File: src/rtl/bcd_updown_counter_pkg.sv
// Shared constants and BCD conversion helpers for the BCD up/down counter.
// Pure functions only; no state.
// Used for elaboration-time constants and the combinational load check.
package bcd_cnt_pkg;

  localparam int DIGIT_W    = 4;
  localparam int MAX_DIGITS = 6;
  localparam logic [DIGIT_W-1:0] DIGIT_MAX = 4'd9;
  localparam logic [DIGIT_W-1:0] DIGIT_MIN = 4'd0;

  // Decimal value of the low 'digits' BCD digits; illegal nibbles are not screened here.
  function automatic logic [31:0] bcd_to_bin(input logic [DIGIT_W*MAX_DIGITS-1:0] bcd,
                                             input int digits);
    logic [31:0] v;
    v = '0;
    for (int i = MAX_DIGITS - 1; i >= 0; i--) begin
      if (i < digits) v = v * 32'd10 + 32'(bcd[DIGIT_W*i +: DIGIT_W]);
    end
    return v;
  endfunction

  // True when every one of the low 'digits' nibbles is 0..9.
  function automatic logic bcd_is_legal(input logic [DIGIT_W*MAX_DIGITS-1:0] bcd,
                                        input int digits);
    logic ok;
    ok = 1'b1;
    for (int i = 0; i < MAX_DIGITS; i++) begin
      if (i < digits && bcd[DIGIT_W*i +: DIGIT_W] > DIGIT_MAX) ok = 1'b0;
    end
    return ok;
  endfunction

  // Integer to packed BCD, digit 0 in the low nibble.
  function automatic logic [DIGIT_W*MAX_DIGITS-1:0] int_to_bcd(input logic [31:0] value);
    logic [DIGIT_W*MAX_DIGITS-1:0] r;
    logic [31:0] v;
    v = value;
    r = '0;
    for (int i = 0; i < MAX_DIGITS; i++) begin
      r[DIGIT_W*i +: DIGIT_W] = DIGIT_W'(v % 32'd10);
      v = v / 32'd10;
    end
    return r;
  endfunction

endpackage

File: src/rtl/bcd_updown_counter_if.sv
// Control and status bundle of one BCD counter field.
// master drives tick/adjust/load requests, slave returns count and pulses.
// No handshake: every request is sampled on each rising clock edge.
interface bcd_updown_counter_if #(
  parameter int DIGITS = 3,
  parameter int BIN_W  = 11
);
  logic                  en;
  logic                  incr;
  logic                  dcr;
  logic                  load;
  logic [4*DIGITS-1:0]   load_bcd;
  logic [4*DIGITS-1:0]   count_bcd;
  logic [BIN_W-1:0]      count_bin;
  logic                  carry_out;
  logic                  borrow_out;
  logic                  at_max;
  logic                  at_min;
  logic                  load_err;

  modport master (
    output en, incr, dcr, load, load_bcd,
    input  count_bcd, count_bin, carry_out, borrow_out, at_max, at_min, load_err
  );

  modport slave (
    input  en, incr, dcr, load, load_bcd,
    output count_bcd, count_bin, carry_out, borrow_out, at_max, at_min, load_err
  );
endinterface

File: src/rtl/bcd_updown_counter_digit.sv
// One combinational BCD digit cell of the ripple chain.
// Zero latency; purely combinational.
// Steps only when cin is set; cout requests a step of the next digit.
module bcd_digit
  import bcd_cnt_pkg::*;
(
  input  logic [DIGIT_W-1:0] digit,
  input  logic               up,
  input  logic               cin,
  output logic [DIGIT_W-1:0] step,
  output logic               cout
);

  // Increment with 9->0 carry or decrement with 0->9 borrow when enabled.
  always_comb begin
    step = digit;
    cout = 1'b0;
    if (cin) begin
      if (up) begin
        if (digit >= DIGIT_MAX) begin
          step = DIGIT_MIN;
          cout = 1'b1;
        end else begin
          step = digit + 4'd1;
        end
      end else begin
        if (digit == DIGIT_MIN) begin
          step = DIGIT_MAX;
          cout = 1'b1;
        end else begin
          step = digit - 4'd1;
        end
      end
    end
  end

endmodule

File: src/rtl/bcd_updown_counter.sv
// Multi-digit BCD up/down counter with binary mirror, load check and wrap/saturate limits.
// Accepted operations appear one cycle after the sampling edge; at_max/at_min are combinational.
// No backpressure: every request is acted on or rejected in the cycle it is sampled.
module bcd_updown_counter
  import bcd_cnt_pkg::*;
#(
  parameter int DIGITS  = 3,
  parameter int BIN_W   = 11,
  parameter int MIN_VAL = 0,
  parameter int MAX_VAL = 999,
  parameter int WRAP    = 1
) (
  input  logic                   clk,
  input  logic                   rst,
  bcd_updown_counter_if.slave    bus
);

  localparam int CW = DIGIT_W * DIGITS;
  localparam int WW = DIGIT_W * MAX_DIGITS;
  localparam logic [CW-1:0]    MIN_BCD = CW'(int_to_bcd(32'(MIN_VAL)));
  localparam logic [CW-1:0]    MAX_BCD = CW'(int_to_bcd(32'(MAX_VAL)));
  localparam logic [BIN_W-1:0] MIN_BIN = BIN_W'(MIN_VAL);
  localparam logic [BIN_W-1:0] MAX_BIN = BIN_W'(MAX_VAL);

  logic [CW-1:0]    count_q;
  logic [BIN_W-1:0] bin_q;
  logic             carry_q;
  logic             borrow_q;
  logic             lerr_q;

  // en and incr merge into one +1; opposing requests cancel.
  logic up_req, dn_req, do_up, do_dn;
  assign up_req = bus.en | bus.incr;
  assign dn_req = bus.dcr;
  assign do_up  = up_req & ~dn_req;
  assign do_dn  = dn_req & ~up_req;

  // Ripple chain computes count +/- 1 in BCD.
  logic [CW-1:0]   step_bcd;
  logic [DIGITS:0] ripple;
  assign ripple[0] = 1'b1;

  for (genvar g = 0; g < DIGITS; g++) begin : g_digit
    bcd_digit u_digit (
      .digit (count_q[DIGIT_W*g +: DIGIT_W]),
      .up    (do_up),
      .cin   (ripple[g]),
      .step  (step_bcd[DIGIT_W*g +: DIGIT_W]),
      .cout  (ripple[g+1])
    );
  end

  // Limit detection; a ripple out of the top digit also counts as hitting the limit.
  logic at_max, at_min, hit_top, hit_bot;
  assign at_max  = (count_q == MAX_BCD);
  assign at_min  = (count_q == MIN_BCD);
  assign hit_top = at_max | ripple[DIGITS];
  assign hit_bot = at_min | ripple[DIGITS];

  // Load is accepted only for legal digits inside [MIN_VAL, MAX_VAL].
  logic [WW-1:0] load_wide;
  logic [31:0]   load_val;
  logic          load_ok;
  assign load_wide = WW'(bus.load_bcd);
  assign load_val  = bcd_to_bin(load_wide, DIGITS);
  assign load_ok   = bcd_is_legal(load_wide, DIGITS) &&
                     (load_val >= 32'(MIN_VAL)) && (load_val <= 32'(MAX_VAL));

  // Count, mirror and pulse registers; priority is rst > load > net step.
  always_ff @(posedge clk) begin
    if (rst) begin
      count_q  <= MIN_BCD;
      bin_q    <= MIN_BIN;
      carry_q  <= 1'b0;
      borrow_q <= 1'b0;
      lerr_q   <= 1'b0;
    end else begin
      carry_q  <= 1'b0;
      borrow_q <= 1'b0;
      lerr_q   <= 1'b0;
      if (bus.load) begin
        if (load_ok) begin
          count_q <= bus.load_bcd;
          bin_q   <= BIN_W'(load_val);
        end else begin
          lerr_q  <= 1'b1;
        end
      end else if (do_up) begin
        if (!hit_top) begin
          count_q <= step_bcd;
          bin_q   <= bin_q + 1'b1;
        end else if (WRAP != 0) begin
          count_q <= MIN_BCD;
          bin_q   <= MIN_BIN;
          carry_q <= 1'b1;
        end
      end else if (do_dn) begin
        if (!hit_bot) begin
          count_q  <= step_bcd;
          bin_q    <= bin_q - 1'b1;
        end else if (WRAP != 0) begin
          count_q  <= MAX_BCD;
          bin_q    <= MAX_BIN;
          borrow_q <= 1'b1;
        end
      end
    end
  end

  assign bus.count_bcd  = count_q;
  assign bus.count_bin  = bin_q;
  assign bus.carry_out  = carry_q;
  assign bus.borrow_out = borrow_q;
  assign bus.at_max     = at_max;
  assign bus.at_min     = at_min;
  assign bus.load_err   = lerr_q;

endmodule

File: src/flat_wrapper.sv
// flat-port wrapper written by rule: the top's interface ports become plain ports
module bcd_updown_counter_flat import bcd_cnt_pkg::*;
#(
  parameter int DIGITS  = 3,
  parameter int BIN_W   = 11,
  parameter int MIN_VAL = 0,
  parameter int MAX_VAL = 999,
  parameter int WRAP    = 1
)
  (clk, rst, bus_en, bus_incr, bus_dcr, bus_load, bus_load_bcd, bus_count_bcd, bus_count_bin, bus_carry_out, bus_borrow_out, bus_at_max, bus_at_min, bus_load_err);
  bcd_updown_counter_if #(.DIGITS(DIGITS), .BIN_W(BIN_W)) bus_i ();
  input  logic clk;
  input  logic rst;
  input wire logic [$bits(bus_i.en)-1:0] bus_en;
  input wire logic [$bits(bus_i.incr)-1:0] bus_incr;
  input wire logic [$bits(bus_i.dcr)-1:0] bus_dcr;
  input wire logic [$bits(bus_i.load)-1:0] bus_load;
  input wire logic [$bits(bus_i.load_bcd)-1:0] bus_load_bcd;
  output wire logic [$bits(bus_i.count_bcd)-1:0] bus_count_bcd;
  output wire logic [$bits(bus_i.count_bin)-1:0] bus_count_bin;
  output wire logic [$bits(bus_i.carry_out)-1:0] bus_carry_out;
  output wire logic [$bits(bus_i.borrow_out)-1:0] bus_borrow_out;
  output wire logic [$bits(bus_i.at_max)-1:0] bus_at_max;
  output wire logic [$bits(bus_i.at_min)-1:0] bus_at_min;
  output wire logic [$bits(bus_i.load_err)-1:0] bus_load_err;
  assign bus_i.en = bus_en;
  assign bus_i.incr = bus_incr;
  assign bus_i.dcr = bus_dcr;
  assign bus_i.load = bus_load;
  assign bus_i.load_bcd = bus_load_bcd;
  assign bus_count_bcd = bus_i.count_bcd;
  assign bus_count_bin = bus_i.count_bin;
  assign bus_carry_out = bus_i.carry_out;
  assign bus_borrow_out = bus_i.borrow_out;
  assign bus_at_max = bus_i.at_max;
  assign bus_at_min = bus_i.at_min;
  assign bus_load_err = bus_i.load_err;
  bcd_updown_counter #(.DIGITS(DIGITS), .BIN_W(BIN_W), .MIN_VAL(MIN_VAL), .MAX_VAL(MAX_VAL), .WRAP(WRAP)) u_core (.clk(clk), .rst(rst), .bus(bus_i));
endmodule
File: config.mk
export PLATFORM = sky130hd
export DESIGN_NAME = bcd_updown_counter_flat
export DESIGN_NICKNAME = d
export VERILOG_FILES = /design/src/rtl/bcd_updown_counter_pkg.sv /design/src/rtl/bcd_updown_counter_if.sv /design/src/rtl/bcd_updown_counter_digit.sv /design/src/rtl/bcd_updown_counter.sv /design/src/flat_wrapper.sv
export SDC_FILE = /design/constraint.sdc
export NUM_CORES = 1
export LEC_CHECK = 0
export CAP_MARGIN = 20
export CORE_MARGIN = 1.5
export CORE_UTILIZATION = 48
export DETAILED_ROUTE_END_ITERATION = 8
export GPL_TIMING_DRIVEN = 0
export PLACE_DENSITY = 0.71
export SKIP_LAST_GASP = 1
export SLEW_MARGIN = 20
export SYNTH_ARGS = -nofsm -noshare
export SYNTH_HDL_FRONTEND = slang
export SYNTH_SLANG_ARGS = --single-unit
File: constraint.sdc
create_clock -name clk -period 9 [get_ports clk]
set_clock_uncertainty 0.1 [all_clocks]
set_input_delay 1.8 -clock clk [delete_from_list [all_inputs] [get_ports clk]]
set_output_delay 1.8 -clock clk [all_outputs]
set_load 0.005 [all_outputs]
Word-level counts from Yosys, hierarchy flattened. Cells that the tools add are included.

Register bits after elaboration: 26. Latch bits: 0. Bits in writable memories: 0. Memory bits (read-only): 0. Output and inout bits: 28. Memories: 0.

Add/sub/neg operators: 10. Multipliers: 2. Divide/modulo/power cells: 0. Order comparisons: 8. Equality and inequality tests: 2. Shifts and indexed selects: 0. Mux-type cells: 40. Bitwise logic cells: 10. Reduce and logical (&&, ||, !) cells: 11.

Operators by type and width (number): 12-bit two-way mux (6); 11-bit two-way mux (6); 32-bit by 4-bit adder with 32-bit output (2); 4-bit two-way mux (11); 32-bit by 1-bit >= comparator with 1-bit output (second input constant) (1); 32-bit by 10-bit less-or-equal comparator with 1-bit output (second input constant) (1); 32-bit by 3-bit multiplier with 31-bit output (second input constant) (1); 1-bit two-way mux (17); 4-bit by 1-bit adder with 4-bit output (second input constant) (3); 12-bit == test (second input constant) (1); 4-bit >= comparator (second input constant) (3); 4-bit > comparator (second input constant) (3); 12-bit zero test (1); 4-bit zero test (3); 4-bit by 1-bit subtractor with 4-bit output (second input constant) (3); 11-bit by 1-bit adder with 11-bit output (second input constant) (1); 11-bit by 1-bit subtractor with 11-bit output (second input constant) (1); 4-bit by 3-bit multiplier with 7-bit output (second input constant) (1); 1-bit inverter (5); 4-bit OR reduction (1); 1-bit OR (3); 3-bit nonzero test (1); 3-bit OR reduction (1); 1-bit AND (2); other kinds (4) (5).

Logic depth before layout (Yosys ltp). Gate-level depths: netlist of the first run.

Depth after elaboration: 10. Depth in mapped cells: 18.

Hierarchy. From an unflattened synthesis of the first run, not the netlist that was laid out.

Cells, all modules: 492. Area total of the unflattened synthesis: 3920.0 um2.

Modules (own cells, without submodules): bcd_updown_counter (times used 1, cells each 378, area an instance 3049.2 um2, sequential area each 520.5 um2); bcd_digit (times used 3, cells each 38, area an instance 290.3 um2, sequential area each 0.0 um2).

Worst setup path before layout of the first run. OpenSTA, ideal clock, no wires.

Path kind: input to register. Start: in bus_load_bcd[9]. End: reg u_core.count_q[8], in the netlist u_core.bus.count_bcd[8]. Setup time: 0.087 ns. Arrival time: 5.764 ns. Data required time: 8.813 ns. Slack: 3.049 ns. Stages on the path: 16. Path through: ha_1 > ha_1 > fa_1 > o211ai_1 > mux2i_1 > a32o_1 > ha_1 > ha_1 > a21oi_1 > o211ai_1 > xor2_1 > nor4bb_1 > mux2i_1 > o21a_1 > or4_1 > o31ai_1.

Cells in the longest elaborated chain, start to end: 9.

Ends and longest elaborated chain: start, declared (RTL line flat_wrapper.sv:18) `input wire logic [$bits(bus_i.load_bcd)-1:0] bus_load_bcd;`; 4-bit by 3-bit multiplier with 7-bit output (RTL line bcd_updown_counter_pkg.sv:17) `if (i < digits) v = v * 32'd10 + 32'(bcd[DIGIT_W*i +: DIGIT_W]);`; 32-bit by 4-bit adder with 32-bit output (RTL line bcd_updown_counter_pkg.sv:17); 32-bit by 3-bit multiplier with 31-bit output (RTL line bcd_updown_counter_pkg.sv:17); 32-bit by 4-bit adder with 32-bit output (RTL line bcd_updown_counter_pkg.sv:17); 32-bit by 1-bit >= comparator with 1-bit output (RTL line bcd_updown_counter.sv:67) `(load_val >= 32'(MIN_VAL)) && (load_val <= 32'(MAX_VAL));`; 1-bit logical AND (RTL line bcd_updown_counter.sv:66) `assign load_ok = bcd_is_legal(load_wide, DIGITS) &&`; 1-bit logical AND (*) (RTL line bcd_updown_counter.sv:67); 2-bit by 1-bit inequality test with 1-bit output (no source line) (*); 2-bit AND reduction (no source line) (*); end signal, assigned (RTL line bcd_updown_counter.sv:83) `count_q <= bus.load_bcd;`; end signal, assigned (RTL line bcd_updown_counter.sv:90) `count_q <= step_bcd;`; end signal, assigned (RTL line bcd_updown_counter.sv:99) `count_q <= step_bcd;`; end, declared (RTL line bcd_updown_counter.sv:25) `logic [CW-1:0] count_q;`.

Every way passes the cells marked *; elsewhere a longest branch is shown, timed or not. A chain may end at the register's enable or synchronous reset.

Worst setup path after layout of the first run.
Start: in bus_load_bcd[11]. End: reg u_core.count_q[4], in the netlist u_core.bus.count_bcd[4].

The elaborated chain is that of the path after synthesis.

==> summary.txt, run 1 <==
Status
  • Status: finished, final reports clean

Synthesis
  • Syn_nets: approximately 530
  • Ys async rst share: 0%
  • Yosys reg bits: 26
  • Top cells by area, synth: dfxtp_1, ha_1, o21ai_0
  • Post-synth EDFFs: 0
  • Synth warn: 0
  • Cell accounting for the most synthesized area: dfxtp_1
  • Mapped Cells: around 470
  • Synth cell types: 60
  • Synth Cell Area: 0.00343 sq mm
  • Sequential share of the synthesized area: 15.2%
  • Top FF cell, synth: dfxtp_1
  • Syn_area_per_cell: slightly above 7 sq um
  • Synth top area share: 15.2%

Clock tree
  • Root Buffer: clkbuf_8
  • Worst-path clk slew: roughly 0.11 ns
  • Num CTS Buffers: 3
  • CTS tree: yes
  • Latest clock arrival within the worst-skew pair: 0.29 ns
  • Post_cts resized: 0
  • Setup bufs post-CTS: 0
  • Clk buf depth: 2
  • H-tree Lvls: 1
  • Total clock sinks: 26
  • CTS Hold Buffers Added: 0

Die
  • Chip Width: around 90 microns
  • Die height: about 90 microns
  • Ports: 46
  • Initial core utilization: 49.9%
  • Core footprint: 0.00687 sq mm
  • Die area: 0.00766 sq mm
  • Placement Rows: 30

GRT
  • Initial antenna violation count: 0
  • Vias in the first global route: 3739
  • Gr ovfl total: 0
  • Gr usage total: 31.2%
  • Largest net degree at the start of global routing: 15
  • First-pass GRT wire length: 18.7 mm

STA
  • TNS Setup: 0 ns
  • WHS: 0.433 ns
  • Final min period: 7.00 ns
  • Worst-margin pin slew: 0.856 ns
  • RSZ-0062 raised after global routing: false
  • Final setup viols: 0
  • Final Cycle Share: 77.7%
  • Endpoints failing hold: 0
  • Fmax: around 140 MHz
  • Max Slew Vio Count: 0
  • Slew headroom: 42.6%

Pwr
  • Internal cell power: 422 uW
  • Net Sw Frac: 50.8%
  • Seq pwr share: 20.3%
  • Leak: 1.53 nW
  • Net Switching: 436 uW
  • Total power: 858 uW
  • VDD IR-drop max: 0.000157 V
  • Part of the power in the clock network: 9.7%
  • Pwr dens: roughly 210 mW/mm^2
  • Logic pwr share: a little over two thirds

Drt
  • DR top layer: met4
  • Post-Route WL: roughly 12 mm
  • M1 WL: 5.09 mm
  • Met2 WL: around 5.6 mm
  • DRC: 0
  • Routed met3 length: 779 microns
  • TritonRoute pass-1 iters: 5
  • Vias/cell: about 6.5
  • Wire per inst: around 19 microns
  • Final ANT Viol Nets: 0
  • DR iter-0 viols: 452
  • Vias: 3996

Placement
  • GP Congestion: 1.00
  • DP Cell Count: 611
  • Placement Cell Area: 0.00398 sq mm
  • DP Wirelength: about 9 mm
  • IO Port Bufs: 43

Cells and area
  • Post-Layout Cell Count: 615
  • FILL cells: roughly 700
  • Synth-to-layout area growth: 17.8%
  • Diode count: 0
  • Layout cells sized above 1: 3.08%
  • Layout Nets: about 580
  • Fin area: 0.00404 sq mm

Worst setup path
  • Worst-path fanout max: 10
  • CP arrival: between 7 and 8 ns
  • Critical Path RT: ~9.1 ns
  • CP Class: in2reg
  • Worst Setup Start Kind: input pin
  • CP Capture Type: flip-flop

Worst hold path
  • Worst hold path type: reg2reg

Flow run
  • Number of max-cap violations: 0
[critical path, stage by stage]
cell	delay, ns
clkdlybuf4s50_1	0.59
ha_1	0.28
ha_1	0.22
fa_1	0.54
o211ai_1	0.15
mux2i_1	0.15
a32o_1	0.24
ha_1	0.30
ha_1	0.36
a21oi_1	0.26
o211ai_1	0.18
xor2_1	0.35
nor4bb_1	0.39
mux2i_1	0.16
o21ai_1	0.26
clkbuf_1	0.58
nand4_1	0.17
o31ai_1	0.11
[through the flow]
stage               util (%)  setup WS (ns)
floorplan                  -           3.05
CTS                     58.8           2.06
finish                  58.9           2.00
detailed placement      58.0           1.76
global route            58.9           1.60
global placement        58.0           1.90
[metal layers]
metal  track usage (%)  vias to the layer above
li1                  -                     1879
met1              42.2                     1904
met2              52.9                      189
met3              2.73                       24
met4              9.24                        0
met5                 0                        -
[final timing paths]
check | startpoint | to | slack [ns] | cells after the start
min | u_core.bus.count_bin[10]$_SDFFE_PP0P_ | u_core.bus.count_bin[10]$_SDFFE_PP0P_ | 0.43 | 2
max reg2reg | u_core.bus.count_bcd[4]$_SDFFE_PP0P_ | u_core.bus.count_bin[8]$_SDFFE_PP0P_ | 5.77 | 11
max | bus_load_bcd[11] | u_core.bus.count_bcd[4]$_SDFFE_PP0P_ | 2.00 | 18
min reg2reg | u_core.bus.count_bin[10]$_SDFFE_PP0P_ | u_core.bus.count_bin[10]$_SDFFE_PP0P_ | 0.43 | 2
[logic make-up (layout without fill, tap and decap cells)]
kind of cell	Yosys count	in the layout	synth area share (%)
flops	26	26	15.2
simple gates	152	152	23.0
fa+ha+maj	39	39	15.1
xor+xnor	20	20	5.32
buf+inv	57	104	6.31
compound gates	173	173	33.6
mux	5	5	1.46
[cells in the mapped netlist (3+ instances only)]
cell type  instances
o211ai_1           8
dfxtp_1           26
or3_1              3
o21a_1             5
nand2_1           33
xnor2_1           11
o21ai_0           40
o311ai_0           3
nor2_1            28
a21o_1             7
fa_1               4
xor2_1             8
nor4_1             4
nor2b_1            3
a311oi_1           4
o31ai_1           12
a31oi_1            5
a32oi_1            3
nand4_1            8
inv_1             30
o22ai_1            3
clkbuf_1          24
a221oi_1           9
nor3b_1            4
or4_1              6
nor3_1            14
mux2i_1            5
ha_1              35
a211oi_1           8
nand2b_1           8
o2111ai_1          5
nand3_1           24
and2_1             4
a22oi_1            3
a21oi_1           38
and3_1             6
[registers in the layout, summed over array words and instances, names as in the netlist]
register               flops
u_core.bus.count_bcd      12
u_core.bus.load_err        1
u_core.bus.borrow_out      1
u_core.bus.carry_out       1
u_core.bus.count_bin      11
[cell type report]
class	count	area [sq um]	area share, %
clock buffer	4	55.1	1.36
inverter	30	113	2.79
sequential	26	520	12.9
timing repair buffer	43	430	10.6
buffer	27	104	2.57
multi-input combinational	389	2700	66.8
tap	96	120	2.97
[power by group through the flow]
stage	sequential [mW]	combinational (mW)	clock [mW]
2_1_floorplan	0.168	0.410	0
3_3_place_gp	0.175	0.572	0
3_5_place_dp	0.176	0.585	0
4_1_cts	0.173	0.588	0.0821
5_1_grt	0.178	0.657	0.0852
6_report	0.174	0.600	0.0837
[placed cells by master, fill, tap and decap left out, drive strengths merged, types with 5 or more instances in the layout]
cell type      instances
a31oi                  5
o21ai                 41
o2111ai                5
ha                    35
clkbuf                28
nand2                 33
clkdlybuf4s50         43
o211ai                 8
dfxtp                 26
a221oi                 9
nor2                  29
mux2i                  5
xor2                   9
a211oi                 8
a21o                   7
nor3                  14
xnor2                 11
or4                    7
nand2b                 8
o31ai                 13
inv                   30
a21oi                 38
nand4                  8
nand3                 24
o21a                   5
and3                   6
No activity file was read; power rests on OpenSTA's default activity.
==> run 2: changes to the inputs <==
==> constraint.sdc (replaced) <==
create_clock -name clk -period 7.15 [get_ports clk]
set_clock_uncertainty 0.1 [all_clocks]
set_input_delay 1.43 -clock clk [delete_from_list [all_inputs] [get_ports clk]]
set_output_delay 1.43 -clock clk [all_outputs]
set_load 0.005 [all_outputs]
==> results of run 2 <==
Same layout as run 1 (identical final DEF). Status: finished, final reports clean.
Main changes from that run: setup slack after placement 1.76 ns -> 0.283 ns; setup slack after layout 2.00 ns -> 0.523 ns; register-to-register setup slack 5.77 ns -> 3.92 ns; total power 0.858 mW -> 1.08 mW; worst IR drop on VDD 0.000157 V -> 0.000198 V
==> run 3: changes to the inputs <==
--- a/config.mk
+++ b/config.mk
@@ -5,12 +5,14 @@
 export SDC_FILE = /design/constraint.sdc
 export NUM_CORES = 1
 export LEC_CHECK = 0
+export ABC_CLOCK_PERIOD_IN_PS = 7150
 export CAP_MARGIN = 20
 export CORE_MARGIN = 1.5
 export CORE_UTILIZATION = 48
 export DETAILED_ROUTE_END_ITERATION = 8
 export GPL_TIMING_DRIVEN = 0
 export PLACE_DENSITY = 0.71
+export SKIP_CTS_REPAIR_TIMING = 1
 export SKIP_LAST_GASP = 1
 export SLEW_MARGIN = 20
 export SYNTH_ARGS = -nofsm -noshare
==> constraint.sdc (replaced) <==
create_clock -name clk -period 7.15 [get_ports clk]
set_clock_uncertainty 0.1 [all_clocks]
set_input_delay 1.43 -clock clk [delete_from_list [all_inputs] [get_ports clk]]
set_output_delay 1.43 -clock clk [all_outputs]
set_load 0.1 [all_outputs]
==> results of run 3 <==
Same layout as run 1 (identical final DEF). Status: finished, final reports clean.
Main changes from that run: setup slack after placement 1.76 ns -> 0.283 ns; setup slack after layout 2.00 ns -> 0.523 ns; register-to-register setup slack 5.77 ns -> 3.92 ns; total power 0.858 mW -> 1.30 mW; worst IR drop on VDD 0.000157 V -> 0.000200 V
